### src/rtl/ufm_writer.sv
// Wishbone initiator that programs one 16-byte MachXO2 UFM page through the EFB config port, optionally erasing first.
// One WB transfer in flight; each transfer is held until wb_ack, with an idle cycle before the next one.
module ufm_writer #(
   parameter logic [15:0] POLL_LIMIT = 16'd65535,
   parameter logic [7:0]  EFB_BASE   = 8'h70
) (
   input  logic        clk,
   input  logic        rst,
   input  logic        start,
   input  logic        erase,
   input  logic [10:0] page_addr,
   input  logic [7:0]  data_in,
   output logic        data_req,
   output logic        busy,
   output logic        done,
   output logic        error,
   output logic        cyc,
   output logic        stb,
   output logic        we,
   output logic [7:0]  adr,
   output logic [7:0]  data_o,
   input  logic [7:0]  data_i,
   input  logic        wb_ack
);

   localparam logic [2:0] S_IDLE  = 3'd0;
   localparam logic [2:0] S_OPEN  = 3'd1;
   localparam logic [2:0] S_TX    = 3'd2;
   localparam logic [2:0] S_RX    = 3'd3;
   localparam logic [2:0] S_CLOSE = 3'd4;
   localparam logic [2:0] S_EVAL  = 3'd5;
   localparam logic [2:0] S_ERR   = 3'd6;
   localparam logic [2:0] S_FIN   = 3'd7;

   localparam logic [3:0] ST_ENABLE  = 4'd0;
   localparam logic [3:0] ST_POLL_EN = 4'd1;
   localparam logic [3:0] ST_ERASE   = 4'd2;
   localparam logic [3:0] ST_POLL_ER = 4'd3;
   localparam logic [3:0] ST_SETADDR = 4'd4;
   localparam logic [3:0] ST_PROG    = 4'd5;
   localparam logic [3:0] ST_POLL_PG = 4'd6;
   localparam logic [3:0] ST_DISABLE = 4'd7;
   localparam logic [3:0] ST_BYPASS  = 4'd8;

   logic [2:0]  state_q, state_d;
   logic [3:0]  step_q, step_d;
   logic [4:0]  idx_q, idx_d;
   logic        erase_q, erase_d;
   logic [10:0] addr_q, addr_d;
   logic        err_q, err_d;
   logic [15:0] poll_cnt_q, poll_cnt_d;
   logic [7:0]  stat_q, stat_d;
   logic        cyc_q, cyc_d;
   logic        we_q, we_d;
   logic [7:0]  adr_q, adr_d;
   logic [7:0]  dat_q, dat_d;
   logic        pend_q, pend_d;
   logic        data_req_q, data_req_d;
   logic        busy_q, busy_d;
   logic        done_q, done_d;
   logic        error_q, error_d;
   logic        payload;

   function automatic logic is_poll(input logic [3:0] s);
      return (s == ST_POLL_EN) || (s == ST_POLL_ER) || (s == ST_POLL_PG);
   endfunction

   // Index of the last TXDR byte in each command's frame (PROG includes its 16 data bytes).
   function automatic logic [4:0] frame_last(input logic [3:0] s);
      case (s)
         ST_SETADDR: return 5'd7;
         ST_PROG:    return 5'd19;
         ST_DISABLE: return 5'd2;
         default:    return 5'd3;
      endcase
   endfunction

   function automatic logic [7:0] cmd_byte(input logic [3:0] s, input logic [4:0] i, input logic [10:0] a);
      logic [63:0] w;
      case (s)
         ST_ENABLE:  w = {32'h7408_0000, 32'h0};
         ST_ERASE:   w = {32'hCB00_0000, 32'h0};
         ST_SETADDR: w = {32'hB400_0000, 16'h4000, 5'b0, a};
         ST_PROG:    w = {32'hC900_0001, 32'h0};
         ST_DISABLE: w = {24'h26_0000, 40'h0};
         ST_BYPASS:  w = {32'hFFFF_FFFF, 32'h0};
         default:    w = {32'h3C00_0000, 32'h0};
      endcase
      w = w << {i[2:0], 3'b000};
      return w[63:56];
   endfunction

   assign payload = (step_q == ST_PROG) && (idx_q >= 5'd4);

   always_comb begin
      state_d    = state_q;
      step_d     = step_q;
      idx_d      = idx_q;
      erase_d    = erase_q;
      addr_d     = addr_q;
      err_d      = err_q;
      poll_cnt_d = poll_cnt_q;
      stat_d     = stat_q;
      cyc_d      = cyc_q;
      we_d       = we_q;
      adr_d      = adr_q;
      dat_d      = dat_q;
      pend_d     = pend_q;
      busy_d     = busy_q;
      data_req_d = 1'b0;
      done_d     = 1'b0;
      error_d    = 1'b0;
      case (state_q)
         S_IDLE: begin
            if (start) begin
               busy_d     = 1'b1;
               erase_d    = erase;
               addr_d     = page_addr;
               step_d     = ST_ENABLE;
               err_d      = 1'b0;
               poll_cnt_d = 16'd0;
               state_d    = S_OPEN;
            end
         end
         S_OPEN: begin
            if (!cyc_q) begin
               cyc_d = 1'b1;
               we_d  = 1'b1;
               adr_d = EFB_BASE;
               dat_d = 8'h80;
            end else if (wb_ack) begin
               cyc_d   = 1'b0;
               idx_d   = 5'd0;
               state_d = S_TX;
            end
         end
         S_TX: begin
            if (cyc_q) begin
               if (wb_ack) begin
                  cyc_d = 1'b0;
                  if (idx_q == frame_last(step_q)) begin
                     idx_d   = 5'd0;
                     state_d = is_poll(step_q) ? S_RX : S_CLOSE;
                  end else begin
                     idx_d = idx_q + 5'd1;
                  end
               end
            end else if (payload) begin
               // Request, wait for the byte to become valid, then launch with it.
               if (pend_q) begin
                  pend_d = 1'b0;
                  cyc_d  = 1'b1;
                  we_d   = 1'b1;
                  adr_d  = EFB_BASE + 8'd1;
                  dat_d  = data_in;
               end else if (data_req_q) begin
                  pend_d = 1'b1;
               end else begin
                  data_req_d = 1'b1;
               end
            end else begin
               cyc_d = 1'b1;
               we_d  = 1'b1;
               adr_d = EFB_BASE + 8'd1;
               dat_d = cmd_byte(step_q, idx_q, addr_q);
            end
         end
         S_RX: begin
            if (!cyc_q) begin
               cyc_d = 1'b1;
               we_d  = 1'b0;
               adr_d = EFB_BASE + 8'd3;
               dat_d = 8'h00;
            end else if (wb_ack) begin
               cyc_d = 1'b0;
               if (idx_q == 5'd2) stat_d = data_i;
               if (idx_q == 5'd3) begin
                  idx_d   = 5'd0;
                  state_d = S_CLOSE;
               end else begin
                  idx_d = idx_q + 5'd1;
               end
            end
         end
         S_CLOSE: begin
            if (!cyc_q) begin
               cyc_d = 1'b1;
               we_d  = 1'b1;
               adr_d = EFB_BASE;
               dat_d = 8'h00;
            end else if (wb_ack) begin
               cyc_d = 1'b0;
               if (is_poll(step_q)) begin
                  state_d = S_EVAL;
               end else if (step_q == ST_BYPASS) begin
                  state_d = S_FIN;
               end else begin
                  step_d  = step_q + 4'd1;
                  state_d = S_OPEN;
               end
            end
         end
         S_EVAL: begin
            // Status byte 2: bit 5 = fail, bit 4 = busy.
            if (stat_q[5]) begin
               state_d = S_ERR;
            end else if (stat_q[4]) begin
               poll_cnt_d = poll_cnt_q + 16'd1;
               state_d    = ((poll_cnt_q + 16'd1) >= POLL_LIMIT) ? S_ERR : S_OPEN;
            end else begin
               poll_cnt_d = 16'd0;
               step_d     = (step_q == ST_POLL_EN && !erase_q) ? ST_SETADDR : step_q + 4'd1;
               state_d    = S_OPEN;
            end
         end
         S_ERR: begin
            err_d      = 1'b1;
            poll_cnt_d = 16'd0;
            step_d     = ST_DISABLE;
            state_d    = S_OPEN;
         end
         S_FIN: begin
            busy_d  = 1'b0;
            done_d  = !err_q;
            error_d = err_q;
            state_d = S_IDLE;
         end
         default: state_d = S_IDLE;
      endcase
   end

   always_ff @(posedge clk) begin
      if (rst) begin
         state_q    <= S_IDLE;
         step_q     <= ST_ENABLE;
         idx_q      <= 5'd0;
         erase_q    <= 1'b0;
         addr_q     <= 11'd0;
         err_q      <= 1'b0;
         poll_cnt_q <= 16'd0;
         stat_q     <= 8'd0;
         cyc_q      <= 1'b0;
         we_q       <= 1'b0;
         adr_q      <= 8'd0;
         dat_q      <= 8'd0;
         pend_q     <= 1'b0;
         data_req_q <= 1'b0;
         busy_q     <= 1'b0;
         done_q     <= 1'b0;
         error_q    <= 1'b0;
      end else begin
         state_q    <= state_d;
         step_q     <= step_d;
         idx_q      <= idx_d;
         erase_q    <= erase_d;
         addr_q     <= addr_d;
         err_q      <= err_d;
         poll_cnt_q <= poll_cnt_d;
         stat_q     <= stat_d;
         cyc_q      <= cyc_d;
         we_q       <= we_d;
         adr_q      <= adr_d;
         dat_q      <= dat_d;
         pend_q     <= pend_d;
         data_req_q <= data_req_d;
         busy_q     <= busy_d;
         done_q     <= done_d;
         error_q    <= error_d;
      end
   end

   assign cyc      = cyc_q;
   assign stb      = cyc_q;
   assign we       = we_q;
   assign adr      = adr_q;
   assign data_o   = dat_q;
   assign data_req = data_req_q;
   assign busy     = busy_q;
   assign done     = done_q;
   assign error    = error_q;

endmodule

### config.mk
export PLATFORM = sky130hd
export DESIGN_NAME = ufm_writer
export DESIGN_NICKNAME = d
export VERILOG_FILES = /design/src/rtl/ufm_writer.sv
export SDC_FILE = /design/constraint.sdc
export NUM_CORES = 1
export LEC_CHECK = 0
export CAP_MARGIN = 0
export CORE_MARGIN = 10
export CORE_UTILIZATION = 50
export CTS_CLUSTER_DIAMETER = 150
export DETAILED_ROUTE_END_ITERATION = 8
export PLACE_DENSITY = 0.74
export SYNTH_ARGS = -nofsm -noshare
export SYNTH_HDL_FRONTEND = slang
export SYNTH_SLANG_ARGS = --single-unit
### constraint.sdc
create_clock -name clk -period 5 [get_ports clk]
set_clock_uncertainty 0.05 [all_clocks]
set_input_delay 0.75 -clock clk [delete_from_list [all_inputs] [get_ports clk]]
set_output_delay 0.75 -clock clk [all_outputs]
set_load 0.1 [all_outputs]
After elaboration in Yosys (flattened, before gate mapping)
Cells that the tools add are included.
{ "classes": {"n_reduce_logical": 32, "shifts": 1, "mux": 79, "magnitude_cmp": 2, "addsub": 3, "bitwise_logic": 4, "n_eq_ne": 39} }
{ "op_table": {"columns": ["cell", "n"], "rows": [
  ["$pmux 64 s6", 1],
  ["$mux 64", 3],
  ["$mux 8", 10],
  ["$shl 64x6->64", 1],
  ["$mux 5", 11],
  ["$mux 3", 17],
  ["$mux 16", 3],
  ["$pmux 16 s3", 1],
  ["$pmux 8 s3", 2],
  ["$ne 2x2->1 const B", 20],
  ["$mux 4", 8],
  ["$pmux 5 s3", 2],
  ["$pmux 3 s8", 1],
  ["$add 16x1->16 const B", 1],
  ["$eq 4x3->1 const B", 4],
  ["$ge 16x16->1 const B", 1],
  ["$pmux 4 s4", 1],
  ["$mux 1", 15],
  ["$eq 3x3->1 const B", 4],
  ["$reduce_bool 3->1", 4],
  ["$reduce_and 11->1", 1],
  ["$eq 5x2->1 const B", 2],
  ["$reduce_and 5->1", 2],
  ["$eq 4x2->1 const B", 2],
  ["27 further kinds", 43]
]} }
{ "word_totals": {"input_bits": 32, "out_inout_bits": 23, "ff_bits": 70} }

Logic depth before layout (Yosys ltp)
Gate-level depths: netlist (run 1).
{ "depth": {"depth_word": 10, "ltp_mapped": 9, "ltp_nobuf": 8} }

Worst setup path after synthesis (run 1)
Ideal clock, no wire load.
{ "synth_path": {"path_kind": "reg-to-reg", "start": "register cyc_q (netlist: cyc)", "end": "register step_q[3]", "n_path_buf": 1, "stages_incl_launch_ff": 7, "arrival_time_ns": 2.459, "slack_ns": 2.404, "required_ns": 4.863, "synth_period_minus_slack_ns": 2.596, "cell_sequence": "dfxtp_1 -> buf_2 -> nand2_1 -> o31ai_4 -> a31oi_4 -> or4_1 -> o31ai_1"} }
{ "synth_between": {"elab_chain_len": 2} }
{ "synth_rtl": {"columns": ["element", "line", "source"], "rows": [
  ["from (decl)", "53", "logic cyc_q, cyc_d;"],
  ["from (signal assigned)", "260", "cyc_q <= cyc_d;"],
  ["$ne 2x2->1 (no source line)", null, null],
  ["$reduce_and 8->1 (no source line)", null, null],
  ["to (signal assigned)", "253", "step_q <= step_d;"],
  ["to (decl)", "46", "logic [3:0] step_q, step_d;"]
]} }
No other way between the ends.
A chain may end at the register's enable or synchronous reset.

Worst setup path in the final report (run 1)
{ "layout_path": {"start": "register state_q[2]", "end": "register poll_cnt_q[5]"} }
{ "layout_between": {"elab_chain_len": 3, "elab_cells_between_ends": 8} }
{ "layout_rtl": {"columns": ["element", "line", "source"], "rows": [
  ["from (decl)", "45", "logic [2:0] state_q, state_d;"],
  ["from (signal assigned)", "252", "state_q <= state_d;"],
  ["$eq 3x3->1 or $logic_not 3->1 (tied branches)", "113", "case (state_q)"],
  ["$ne 2x2->1 (no source line) or $reduce_bool 3->1 (tied branches)", null, null],
  ["$reduce_and 3->1 (no source line)", null, null],
  ["to (signal assigned)", "258", "poll_cnt_q <= poll_cnt_d;"],
  ["to (decl)", "51", "logic [15:0] poll_cnt_q, poll_cnt_d;"]
]} }
Several ways; a longest one is shown, not always the timed one.

==> impl_metrics.ini, run 1 <==
[critical_path]
worstSetupEndpointType = register
rr_worst_depth = 5
timing.rr.start = state_q[2]
r2r_end = poll_cnt_q[5]
crit_arrival_ps = 3390
critPathKind = reg -> reg
crit_slowest_cell = dfxtp_1
path_cells = nor2b_1 > nand3_1 > nor2_1 > a31oi_1 > a311oi_1
r2r_setup_slack_ps = 1820
startpoint_type = register
critPathRequiredTime_ps = 5200
cp_max_fo = 27
critPathMaxStageDelay_ps = 930

[synth]
synthTopCellsByArea = dfxtp_1 32%, a21oi_1 7.2%, nand2_1 7.1%
avgSynthCellArea_um2 = 7.49
synth_cells = 503
async_flop_share_pct = 0
synth-compound-area-share_pct = 25.9
netlist_area_um2 = 3770
yosysWarnings = 0
synth_flop_cell = dfxtp_1
synthXorXnorAreaFrac_pct = 1.40
synth_edf_count = 0
synth_fa_ha_area_share_pct = 2.99
synth_top_family_by_area = simple AND/OR/NAND/NOR gates
synth_cell_types = 68
synth_top_area_share_pct = 32.4
ys_ff_latch = 61
synth_simple_gate_area_share_pct = 28.5
ys_seq_area_share_pct = 32.4
synthMuxAreaShare_pct = 2.13
synth_top_cell_by_area = dfxtp_1

[hold_path]
hold_path.class = reg -> reg
worstHoldPathCells = 1
hold_path_end = done
worstHoldStart = err_q

[final_layout]
layout.nets = 561
antenna_cells = 0
drive_gt1_share_pct = 5.14
final_cell_mix = 71 x nand2_1, 61 x dfxtp_1, 58 x nor2_1, 54 x a21oi_1, 44 x clkdlybuf4s50_1
syn2layout_area_growth_pct = 15.1
fill_cells = 712
final_area_um2 = 4340
post-route-util_pct = 59.5
layout_commonest_cell = nand2_1

[drt]
ant_nets = 0
drc = 0
dr_total_vias = 3708
routedWlPerCell_um = 15.5
dr.pass1.iters = 5
vias_per_cell = 5.94
drtIter0Drc = 228
drt_wl_total_um = 9690

[die]
die-area_um2 = 11400
num_rows = 31
io_pins = 55
die_h_um = 107
die_w_um = 107
core_area_um2 = 7290
start_util_pct = 51.6

[clock_network]
cts_resized = 0
cts.sinks = 61
numCtsBuffers = 9
tritoncts = done
cts_setup_buffers = 0
cts_max_level = 3
worstSkewPairLatency_ps = 350
clock_tree.buffer_depth = 2
clkTransAtPathRegs_ps = 70
cts_root_buf = clkbuf_8
hold_buffers = 0

[power]
p_per_area_nw_per_um2 = 281
ir_worst_vdd_mv = 0.141
power_w = 0.00122
p_leak_nw = 1.50

[global_routing]
grt_pass1_wl_um = 16100
grt_pass1_vias = 3433
track_usage_pct = 16.9
grt_max_degree = 59
antenna_found_initial = 0
overflow = 0

[place]
gp_congestion = 0.924
place_hpwl_um = 6840
portBuffers = 45
placed_cell_area_um2 = 4140

[sta]
timing.fmax_mhz = 314
fin_crit_sh_pct = 63.7
hold_viol = 0
maxSlewViolCount = 0
tns_ps = 0
setup_viol = 0
rsz0062_at_grt = false
slew-limit-headroom_pct = 30.7
tightest_slew_ps = 1040
fin_crit_ps = 3180

[job]
max_cap_viol_count = 0

[run_status]
status = finished clean
-- how the worst max path moves through the flow --
stage	cells past startpoint	from	endpoint
floorplan	6	cyc	step_q[3]
global placement	5	state_q[2]	poll_cnt_q[5]
detailed placement	5	state_q[2]	poll_cnt_q[5]
CTS	5	state_q[2]	poll_cnt_q[5]
global route	5	state_q[2]	poll_cnt_q[9]
finish	5	state_q[2]	poll_cnt_q[5]
-- worst max-delay path: cells and delay by family, from the launching register on --
kind	cells	cell delay (ps)
flip-flops	1	930
AO/OA/AOI/OAI	2	370
AND/OR/NAND/NOR	3	1720
-- cells in the mapped netlist, types with 2 or more instances --
cell type and count:
inv_1 12, or3_1 4, nand2_1 71, dfxtp_1 61, and3_1 3, nor4_1 5
nand3_1 15, and2_1 4, a211o_1 4, o22ai_1 3, o31ai_1 6, nand4b_1 2
a21oi_1 54, or2_2 2, nand3b_1 9, o21ai_0 20, a41o_1 2, o221ai_1 4
nor3_2 2, nor3_1 7, nor2b_1 7, o21ai_1 3, xnor2_1 5, and4_1 3
a211oi_1 8, nand4_1 10, nand2b_1 8, buf_2 11, ha_1 9, clkbuf_1 16
a21o_1 2, o211ai_1 4, a311o_1 2, buf_4 6, o2111ai_1 2, a311oi_1 9
a31oi_1 8, mux2i_1 8, buf_1 6, nor2_1 58
-- kinds of logic (layout without fill, tap and decap cells) --
logic type                 count (synthesis)  after routing
AOI/OAI and AO/OA                        146            146
xor gates and xnor gates                   6              6
adders and majority gates                  9              9
buffers and inverters                     53             73
DFF                                       61             61
muxes                                      8              8
other                                      1              3
and+or+nand+nor                          219            219
-- routing by layer --
| layer | track usage, % | vias up | routed length, µm |
|---|---|---|---|
| met5 | 0 | - | 0 |
| met4 | 7.45 | 0 | 239 |
| met3 | 4.61 | 26 | 522 |
| met2 | 27.4 | 87 | 4650 |
| met1 | 20.4 | 1749 | 4280 |
| li1 | - | 1846 | - |
-- stage by stage --
stage	setup WS, ps	instances	hold WS [ps]
floorplan	2400	505	361
global placement	1940	608	374
detailed placement	1890	608	384
CTS	1900	624	388
global route	1640	624	419
finish	1820	624	381
-- area by class of cell --
type / count / area [µm²] / area share [%]
Clock buffer: 12 / 145 / 3.35
Clock inverter: 4 / 47.5 / 1.10
Inverter: 12 / 45.0 / 1.04
Multi-Input combinational cell: 391 / 2310 / 53.2
Sequential cell: 61 / 1220 / 28.2
Tap cell: 99 / 124 / 2.86
Timing Repair Buffer: 45 / 445 / 10.3
-- flip-flops by register name, indices dropped and copies added, names as in the netlist --
register,count
data_req,1
we,1
busy,1
adr,3
erase_q,1
pend_q,1
cyc,1
idx_q,5
done,1
poll_cnt_q,16
addr_q,11
error,1
data_o,8
state_q,3
err_q,1
stat_q,2
step_q,4
-- report_power, final --
group	switching (W)	internal [W]
Sequential	0.0000227	0.000503
Clock	0.000198	0.000242
Combinational	0.000179	0.0000753
Power figures use the tool's default switching activity.
==> inputs of run 2 (changes only) <==
--- a/config.mk
+++ b/config.mk
@@ -10,7 +10,7 @@
 export CORE_UTILIZATION = 50
 export CTS_CLUSTER_DIAMETER = 150
 export DETAILED_ROUTE_END_ITERATION = 8
-export PLACE_DENSITY = 0.74
+export PLACE_DENSITY = 0.77
 export SYNTH_ARGS = -nofsm -noshare
 export SYNTH_HDL_FRONTEND = slang
 export SYNTH_SLANG_ARGS = --single-unit
==> constraint.sdc (replaced) <==
create_clock -name clk -period 2.7 [get_ports clk]
set_clock_uncertainty 0.05 [all_clocks]
set_input_delay 0.405 -clock clk [delete_from_list [all_inputs] [get_ports clk]]
set_output_delay 0.405 -clock clk [all_outputs]
set_load 0.1 [all_outputs]
==> impl_metrics.ini, run 2 (synthesis results as in run 1) <==
[power]
p_leak_nw = 1.58
ir_worst_vdd_mv = 0.206
clkPwrFrac_pct = 32.0
switching_share_pct = 34.5
switchingPower_w = 0.000741
p_comb_share_pct = 23.1
p_per_area_nw_per_um2 = 494
p_seq_share_pct = 44.9
internal-power_w = 0.00141

[place]
dpl.cell_count = 620
placed_cell_area_um2 = 4180
gp_congestion = 0.920
portBuffers = 45
dp_slack_ps = 378
place_hpwl_um = 6980

[sta]
tns_ps = 0
timing.fmax_mhz = 425
postLayoutSetupSlackWorst_ps = 348
tightest_slew_ps = 715
hold_viol = 0
setup_viol = 0
rsz0062_at_grt = false
fin_crit_sh_pct = 87.1
fin_crit_ps = 2350
slew-limit-headroom_pct = 52.2
maxSlewViolCount = 0

[run_status]
status = finished clean

[hold_path]
hold_path.class = reg -> reg
worstHoldPathCells = 1

[final_layout]
largest_register = poll_cnt_q
antenna_cells = 0
final_area_um2 = 4340
largest_register_ffs = 16
layout_commonest_cell = nand2_1
syn2layout_area_growth_pct = 15.3
drive_gt1_share_pct = 11.0
post-route-util_pct = 59.6
fin_cells = 636
final_cell_mix = 71 x nand2_1, 61 x dfxtp_1, 58 x nor2_1, 54 x a21oi_1, 32 x buf_4
layout.nets = 573

[clock_network]
clock_tree.buffer_depth = 2
cts_resized = 0
cts_setup_buffers = 0
hold_buffers = 0
tritoncts = done
clkTransAtPathRegs_ps = 70
numCtsBuffers = 9
cts_max_level = 3
worstSkewPairLatency_ps = 350
cts_root_buf = clkbuf_8
cts.sinks = 61

[critical_path]
critPathRequiredTime_ps = 2910
cp_max_fo = 12
rr_worst_depth = 9
worstSetupEndpointType = register
crit_arrival_ps = 2560
startpoint_type = register
critPathKind = reg -> reg

[drt]
ant_nets = 0
dr.pass1.iters = 5
dr_total_vias = 3703
drc = 0
vias_per_cell = 5.82
drtIter0Drc = 244
drt_wl_total_um = 9670
routedWlPerCell_um = 15.2

[die]
num_rows = 31
die_w_um = 107
die_h_um = 107
start_util_pct = 51.6
io_pins = 55
core_area_um2 = 7290
die-area_um2 = 11400

[global_routing]
track_usage_pct = 16.9
grt_pass1_vias = 3454
grt_max_degree = 40
antenna_found_initial = 0
overflow = 0
grt_pass1_wl_um = 16100

[job]
max_cap_viol_count = 0
[run 2: changes by cell type in the layout (fill, tap and decap cells not counted)]
cell / previous run / this run
buf_4: 0 / 32
clkdlybuf4s50_1: 44 / 24
clkinv_2: 2 / 4
bufinv_16: 1 / 0
clkbuf_8: 10 / 9
[run 2: cell type report]
type                       instances  area, µm²
sequential                        61       1220
clock buffer                      11        131
inverter                          12       45.0
tap                               99        124
fill                             706       2950
multi-input combinational        391       2310
clock inverter                     5       27.5
timing repair buffer              57        485
[run 2: path summary, 6_finish.rpt]
check                           startpoint  slack [ps]        end
worst max-delay path             step_q[0]         350  step_q[3]
worst min-delay path                 err_q         390       done
worst max register to register   step_q[0]         350  step_q[3]
worst min register to register       err_q         390       done
[run 2: power by group through the flow]
stage,registers (W),logic (W),clock network (W)
CTS,0.000963,0.000494,0.000705
finish,0.000964,0.000495,0.000687
global placement,0.000982,0.000488,0
floorplan,0.00107,0.000285,0
detailed placement,0.000983,0.000493,0
global route,0.000969,0.000531,0.000743
[run 2: metal layers]
layer  wire (µm)  track usage (%)
met1        4240             20.7
met2        4770             27.8
met3         502             4.61
met4         161             5.90
met5           0                0
[run 2: worst max-delay path, stage by stage (launching register included)]
cell and delay, ps:
dfxtp_1 380, inv_1 120, ha_1 350, nand2b_1 150, nor2_1 50, buf_4 170
o31ai_4 230, a31oi_4 160, or4_1 530, o31ai_1 70
[run 2: through the flow]
stage          hold slack, ps  power [W]
6_report                  388    0.00215
3_5_place_dp              383    0.00148
4_1_cts                   383    0.00216
5_1_grt                   405    0.00224
3_3_place_gp              372    0.00147
2_1_floorplan             361    0.00135
